### src/rtl/bram_stream_pkg.sv
// Shared types and constants for the BRAM streaming read engine.
// The optional stall counter is enabled by defining BRAM_READER_PERF_EN.
package bram_stream_pkg;

   typedef enum logic [1:0] {
      IDLE  = 2'd0,
      RUN   = 2'd1,
      DRAIN = 2'd2
   } state_t;

   localparam int SKID_DEPTH       = 2;
   localparam int SKID_PTR_WIDTH   = 1;
   localparam int SKID_COUNT_WIDTH = 2;
   localparam int STALL_WIDTH      = 32;

   // Words already owed to the skid FIFO after this cycle's pop.
   function automatic logic [SKID_COUNT_WIDTH:0] credit_used(
      input logic [SKID_COUNT_WIDTH-1:0] fifo_count,
      input logic                        inflight,
      input logic                        pop
   );
      credit_used = {1'b0, fifo_count} + {2'b00, inflight} - {2'b00, pop};
   endfunction

endpackage

### src/rtl/bram_reader_skid.sv
// Two-entry pointer-based FIFO carrying {data, last} from the memory read port
// to the output stream; the head entry drives the stream directly.
module bram_reader_skid
   import bram_stream_pkg::*;
#(
   parameter int DATA_WIDTH = 16
) (
   input  logic                        clock,
   input  logic                        reset,
   input  logic                        push,
   input  logic [DATA_WIDTH-1:0]       push_data,
   input  logic                        push_last,
   input  logic                        pop,
   output logic [SKID_COUNT_WIDTH-1:0] count,
   output logic                        head_valid,
   output logic [DATA_WIDTH-1:0]       head_data,
   output logic                        head_last
);

   logic [DATA_WIDTH-1:0]       data_r [SKID_DEPTH];
   logic                        last_r [SKID_DEPTH];
   logic [SKID_PTR_WIDTH-1:0]   wr_ptr_r;
   logic [SKID_PTR_WIDTH-1:0]   rd_ptr_r;
   logic [SKID_COUNT_WIDTH-1:0] count_r;
   logic                        pop_s;

   assign pop_s = pop & (count_r != {SKID_COUNT_WIDTH{1'b0}});

   // Storage, pointers and occupancy; the producer guarantees no overflow.
   always_ff @(posedge clock) begin
      if (reset) begin
         wr_ptr_r <= {SKID_PTR_WIDTH{1'b0}};
         rd_ptr_r <= {SKID_PTR_WIDTH{1'b0}};
         count_r  <= {SKID_COUNT_WIDTH{1'b0}};
         for (int i = 0; i < SKID_DEPTH; i++) begin
            data_r[i] <= {DATA_WIDTH{1'b0}};
            last_r[i] <= 1'b0;
         end
      end else begin
         if (push) begin
            data_r[wr_ptr_r] <= push_data;
            last_r[wr_ptr_r] <= push_last;
            wr_ptr_r         <= wr_ptr_r + 1'b1;
         end
         if (pop_s) begin
            rd_ptr_r <= rd_ptr_r + 1'b1;
         end
         case ({push, pop_s})
            2'b10:   count_r <= count_r + 2'd1;
            2'b01:   count_r <= count_r - 2'd1;
            default: count_r <= count_r;
         endcase
      end
   end

   assign count      = count_r;
   assign head_valid = (count_r != {SKID_COUNT_WIDTH{1'b0}});
   assign head_data  = data_r[rd_ptr_r];
   // A stale entry must never flag last once the FIFO has emptied.
   assign head_last  = last_r[rd_ptr_r] & head_valid;

endmodule

### src/rtl/bram_stream_reader.sv
// Streaming read engine: issues reads to a one-cycle-latency BRAM and presents
// the words as a valid/ready stream. BRAM_READER_PERF_EN adds stall_cycles.
module bram_stream_reader
   import bram_stream_pkg::*;
#(
   parameter int DATA_WIDTH    = 16,
   parameter int ADDRESS_WIDTH = 11,
   parameter int COUNT_WIDTH   = ADDRESS_WIDTH + 1
) (
   input  logic                     clock,
   input  logic                     reset,
   input  logic                     cmd_valid,
   output logic                     cmd_ready,
   input  logic [ADDRESS_WIDTH-1:0] cmd_base,
   input  logic [COUNT_WIDTH-1:0]   cmd_count,
   output logic [ADDRESS_WIDTH-1:0] raddr,
   input  logic [DATA_WIDTH-1:0]    dout,
   output logic                     out_valid,
   input  logic                     out_ready,
   output logic [DATA_WIDTH-1:0]    out_data,
   output logic                     out_last,
   output logic                     busy
`ifdef BRAM_READER_PERF_EN
   ,
   output logic [STALL_WIDTH-1:0]   stall_cycles
`endif
);

   state_t                      state_r;
   state_t                      state_next_s;
   logic [ADDRESS_WIDTH-1:0]    addr_r;
   logic [COUNT_WIDTH-1:0]      remaining_r;
   logic                        inflight_r;
   logic                        inflight_last_r;
   logic                        cmd_ready_r;
   logic                        busy_r;

   logic                        accept_s;
   logic                        issue_s;
   logic                        final_issue_s;
   logic                        pop_s;
   logic [SKID_COUNT_WIDTH-1:0] fifo_count_s;
   logic                        head_valid_s;
   logic [DATA_WIDTH-1:0]       head_data_s;
   logic                        head_last_s;

   // Next-state, issue credit and command acceptance.
   always_comb begin
      state_next_s  = state_r;
      accept_s      = 1'b0;
      issue_s       = 1'b0;
      final_issue_s = 1'b0;
      pop_s         = head_valid_s & out_ready;
      case (state_r)
         IDLE: begin
            accept_s = cmd_valid;
            if (cmd_valid && (cmd_count != {COUNT_WIDTH{1'b0}})) begin
               state_next_s = RUN;
            end else begin
               state_next_s = IDLE;
            end
         end
         RUN: begin
            // At most two words may be buffered or on their way out of the memory.
            if (credit_used(fifo_count_s, inflight_r, pop_s) < 3'd2) begin
               issue_s       = 1'b1;
               final_issue_s = (remaining_r == COUNT_WIDTH'(1));
               if (final_issue_s) begin
                  state_next_s = DRAIN;
               end else begin
                  state_next_s = RUN;
               end
            end else begin
               state_next_s = RUN;
            end
         end
         DRAIN: begin
            if (pop_s && head_last_s) begin
               state_next_s = IDLE;
            end else begin
               state_next_s = DRAIN;
            end
         end
         default: begin
            state_next_s = IDLE;
         end
      endcase
   end

   // State, address/remaining counters and the read-in-flight marker.
   always_ff @(posedge clock) begin
      if (reset) begin
         state_r         <= IDLE;
         addr_r          <= {ADDRESS_WIDTH{1'b0}};
         remaining_r     <= {COUNT_WIDTH{1'b0}};
         inflight_r      <= 1'b0;
         inflight_last_r <= 1'b0;
         cmd_ready_r     <= 1'b1;
         busy_r          <= 1'b0;
      end else begin
         state_r         <= state_next_s;
         cmd_ready_r     <= (state_next_s == IDLE);
         busy_r          <= (state_next_s != IDLE);
         inflight_r      <= issue_s;
         inflight_last_r <= final_issue_s;
         if (accept_s) begin
            addr_r      <= cmd_base;
            remaining_r <= cmd_count;
         end else if (issue_s) begin
            addr_r      <= addr_r + 1'b1;
            remaining_r <= remaining_r - COUNT_WIDTH'(1);
         end
      end
   end

   bram_reader_skid #(
      .DATA_WIDTH (DATA_WIDTH)
   ) u_skid (
      .clock      (clock),
      .reset      (reset),
      .push       (inflight_r),
      .push_data  (dout),
      .push_last  (inflight_last_r),
      .pop        (pop_s),
      .count      (fifo_count_s),
      .head_valid (head_valid_s),
      .head_data  (head_data_s),
      .head_last  (head_last_s)
   );

`ifdef BRAM_READER_PERF_EN
   logic [STALL_WIDTH-1:0] stall_r;

   // Saturating count of cycles where the consumer holds off a valid word.
   always_ff @(posedge clock) begin
      if (reset) begin
         stall_r <= {STALL_WIDTH{1'b0}};
      end else if (accept_s) begin
         stall_r <= {STALL_WIDTH{1'b0}};
      end else if (head_valid_s && !out_ready && (stall_r != {STALL_WIDTH{1'b1}})) begin
         stall_r <= stall_r + 32'd1;
      end
   end

   assign stall_cycles = stall_r;
`endif

   assign raddr     = addr_r;
   assign cmd_ready = cmd_ready_r;
   assign busy      = busy_r;
   assign out_valid = head_valid_s;
   assign out_data  = head_data_s;
   assign out_last  = head_last_s;

endmodule

### config.mk
export PLATFORM = sky130hd
export DESIGN_NAME = bram_stream_reader
export DESIGN_NICKNAME = d
export VERILOG_FILES = /design/src/rtl/bram_stream_pkg.sv /design/src/rtl/bram_reader_skid.sv /design/src/rtl/bram_stream_reader.sv
export SDC_FILE = /design/constraint.sdc
export NUM_CORES = 1
export LEC_CHECK = 0
export ABC_AREA = 0
export CELL_PAD_IN_SITES_DETAIL_PLACEMENT = 1
export CELL_PAD_IN_SITES_GLOBAL_PLACEMENT = 2
export CORE_MARGIN = 5
export CORE_UTILIZATION = 28
export DETAILED_ROUTE_END_ITERATION = 12
export PLACE_DENSITY_LB_ADDON = 0.1
export SYNTH_ARGS = -nofsm -noshare
export SYNTH_HDL_FRONTEND = slang
export SYNTH_SLANG_ARGS = --single-unit
### constraint.sdc
create_clock -name clock -period 2.75 [get_ports clock]
set_input_delay 0.55 -clock clock [delete_from_list [all_inputs] [get_ports clock]]
set_output_delay 0.55 -clock clock [all_outputs]
set_load 0.01 [all_outputs]
==> impl_results.md <==
- Placed cell area: 4290 µm²
- Synth-to-Final Area Change: 42.6%
- DRC viols: 0
- RSZ-0062 raised after global routing: yes
- Required time of the critical path: 3.00 ns
- Netlist cell types: 59
- # setup viols final: 0
- Slew Limit Fails: 0
- Largest net degree at the start of global routing: 19
- Mapped cell area: 3280 µm²
- Leak: 1.74 nW
- Antenna Violating Nets Remaining: 0
- First-pass GRT wire length: 15.0 mm
- 1st-iter DRT viols: ~120
- Yosys reg bits: 68
- Synth async-reset ratio: 0%
- Number of global-route vias before repair: a little under 3000
- Post-synth top area cell: edfxtp_1
- YS warnings: 0
- Die ar.: 14000 µm²
- Fin area: 4680 µm²
- Rows: 39
- Antenna cells: 0
- Final WL: 8.93 mm
- Antenna violations before repair: 0
- Clock Root Buffer: clkbuf_16
- Avg Vias per Cell: 4.92
- Fin Clk Skew: between 0.008 and 0.009 ns
- Status: completed
- Max-Cap Viols: 0
- Worst slew pin tran: between 0.9 and 1 ns
- Post-DP HPWL: 6.50 mm
- Via count: 2710
- Slew HR: a little under two fifths
- Reg clk slew, reported paths: 0.06 ns
- Worst skew pair latency: 0.33 ns
- Power per cell area: about 860 nW/µm²
- Worst IR drop on VDD: 0.404 mV
- Fillers: roughly 1300
- Final Cycle Share: 94.4%
- Crit path time final: 2.60 ns
- Port bufs: 73
- Setup WS post-layout: 0.153 ns
- Final hold violations: 0
- Synth Instances: 311
- Sequential fraction of the synthesis area: 51.8%
- Cts bufs inserted: 9
- Hold WS: ~0.50 ns
- CP Data Arrival Time: 2.85 ns
- Hold Path Class: flop to flop
- GRT Total Usage: 13.2%
- Clock sinks: 68
- CP Launch Type: flop
- Net Count, Synth: 360
- EDFF count, synth: 34
- Core region area: 11500 µm²
- Ys flop type: edfxtp_1
- DIE HEIGHT: roughly 120 µm
- Final core occ: 40.8%
- Initial Util: 28.6%
- Max frequency: 385 MHz
- Setup WS pre-CTS: -0.384 ns
- GPL Wtd Cong: 0.772
- Final net count: 452
- Total gr overflow: 0
- Hold buffers post-CTS: 0
- Syn_area_per_cell: 10.6 µm²
- I/O Pins: between 70 and 80
- Top cells by area, synth: edfxtp_1, dfxtp_1, and2_1
- DR WL/cell: around 16 µm
- H-tree lvl count: 3
- Crit end category: flop
- CTS tree: yes
- WS Path Type: flop to flop
- Width of the die: 118 µm
- Area share of the largest cell type after synthesis: between 30% and 40%
- Pre-antenna DRT Iters: 4
- CP Max Fanout: 7
- Maximum root-to-sink buffer count: 2
- Layout cells sized above 1: between 10% and 20%
-- per-stage QoR --
step	cells	total power, mW	setup TNS [ns]
after floorplan	311	2.17	0
after CTS	551	4.02	0
final	551	4.01	0
after global placement	534	2.77	-6.92
after global routing	551	4.26	-0.0280
after detailed placement	534	2.79	-7.63
-- registers in the layout, indices dropped and copies added (netlist names), named ones only --
name / flops
cmd_ready: 1
u_skid.last_r: 2
u_skid.count: 2
u_skid.data_r: 32
busy: 1
remaining_r: 12
state_r: 2
inflight_last_r: 1
u_skid.rd_ptr_r: 1
inflight_r: 1
raddr: 11
u_skid.wr_ptr_r: 1
-- power breakdown --
| part | internal (mW) | switching, mW |
|---|---|---|
| clock network | 0.734 | 0.445 |
| registers | 1.23 | 0.129 |
| logic | 0.747 | 0.723 |
| total | 2.71 | 1.30 |
-- cell families after synthesis --
logic type      Yosys count  synth area share (%)
compound gates           56                  11.7
xor+xnor                  9                  2.63
fa+ha+maj                 6                  2.52
buf+inv                  24                  3.24
flops                    68                  51.8
mux                      18                  6.14
simple gates            130                  22.0
-- timing repair --
action                                  CTS  global route
hold endpoints to repair                  0             0
resized for setup                         7            10
setup buffers                             1             0
pin swaps                                 5             7
endpoints found under the setup margin   12            23
-- cells in the final DEF (no fill, tap or decap), types with 3 or more instances in the layout --
| cell type | n |
|---|---|
| clkdlybuf4s50_1 | 72 |
| clkinv_4 | 3 |
| buf_4 | 21 |
| inv_1 | 8 |
| nor4_1 | 5 |
| nand3_1 | 7 |
| a2bb2oi_1 | 4 |
| a211oi_1 | 3 |
| nand2_1 | 16 |
| a21oi_1 | 16 |
| and2_1 | 34 |
| nand4_1 | 4 |
| xnor2_1 | 3 |
| clkbuf_16 | 9 |
| nor3_2 | 5 |
| nor2_4 | 3 |
| ha_1 | 4 |
| mux2_2 | 16 |
| a31oi_1 | 5 |
| xor2_1 | 5 |
| nor2_1 | 29 |
| o21ai_1 | 6 |
| dfxtp_1 | 33 |
| a311oi_1 | 4 |
| nor3_1 | 5 |
| edfxtp_1 | 34 |
-- cell usage after synthesis, drive strengths merged (2+ instances only) --
cell type   n
mux2       17
a221oi      2
a211oi      3
dfxtp      34
nand3       8
xnor2       4
nand4       4
nand3b      2
a311oi      4
a21oi      17
xor2        5
or4         2
nor3b       2
nand2      17
o311ai      4
and2       34
inv        10
edfxtp     34
a31oi       5
o21ai       8
and3        2
ha          5
or3         2
clkbuf      7
nor3       10
nor4        6
a2bb2oi     5
or2         3
buf         7
nand2b      2
a32oi       2
nor2       32
-- worst paths after layout --
kind	endpoint	slack, ns	cells after the start	from
setup / recovery	remaining_r[8]	0.15	13	u_skid.count[1]
hold / removal	u_skid.rd_ptr_r	0.50	2	u_skid.rd_ptr_r
setup reg to reg	remaining_r[8]	0.15	13	u_skid.count[1]
hold reg to reg	u_skid.rd_ptr_r	0.50	2	u_skid.rd_ptr_r
-- worst max-delay path, stage by stage, from the launching register on --
cell       delay [ns]
dfxtp_2          0.34
nor2_4           0.12
inv_2            0.05
nand2_2          0.07
inv_2            0.05
ha_4             0.20
nand2b_4         0.13
fa_2             0.54
nand3b_1         0.13
nor2_4           0.26
buf_6            0.14
nand4_1          0.16
a2bb2oi_2        0.20
a21oi_1          0.14
-- area by class of cell --
class / count / area [µm²] / area share (%)
sequential: 68 / 1700 / 36.4
clock inverter: 6 / 72.6 / 1.55
tap: 143 / 179 / 3.82
inverter: 10 / 37.5 / 0.802
timing repair buffer: 95 / 898 / 19.2
multi-input combinational: 219 / 1550 / 33.1
clock buffer: 10 / 239 / 5.11
-- metal layers --
metal,up-vias,wire length [µm],global-route usage [%],share of wire (%)
li1,1316,-,-,-
met1,1327,3910,15.8,44
met2,54,4520,23.0,51
met3,13,330,2.63,3.7
met4,0,163,5.38,1.8
met5,-,0,0,0
Note: power is estimated with default switching activity, not from simulation.
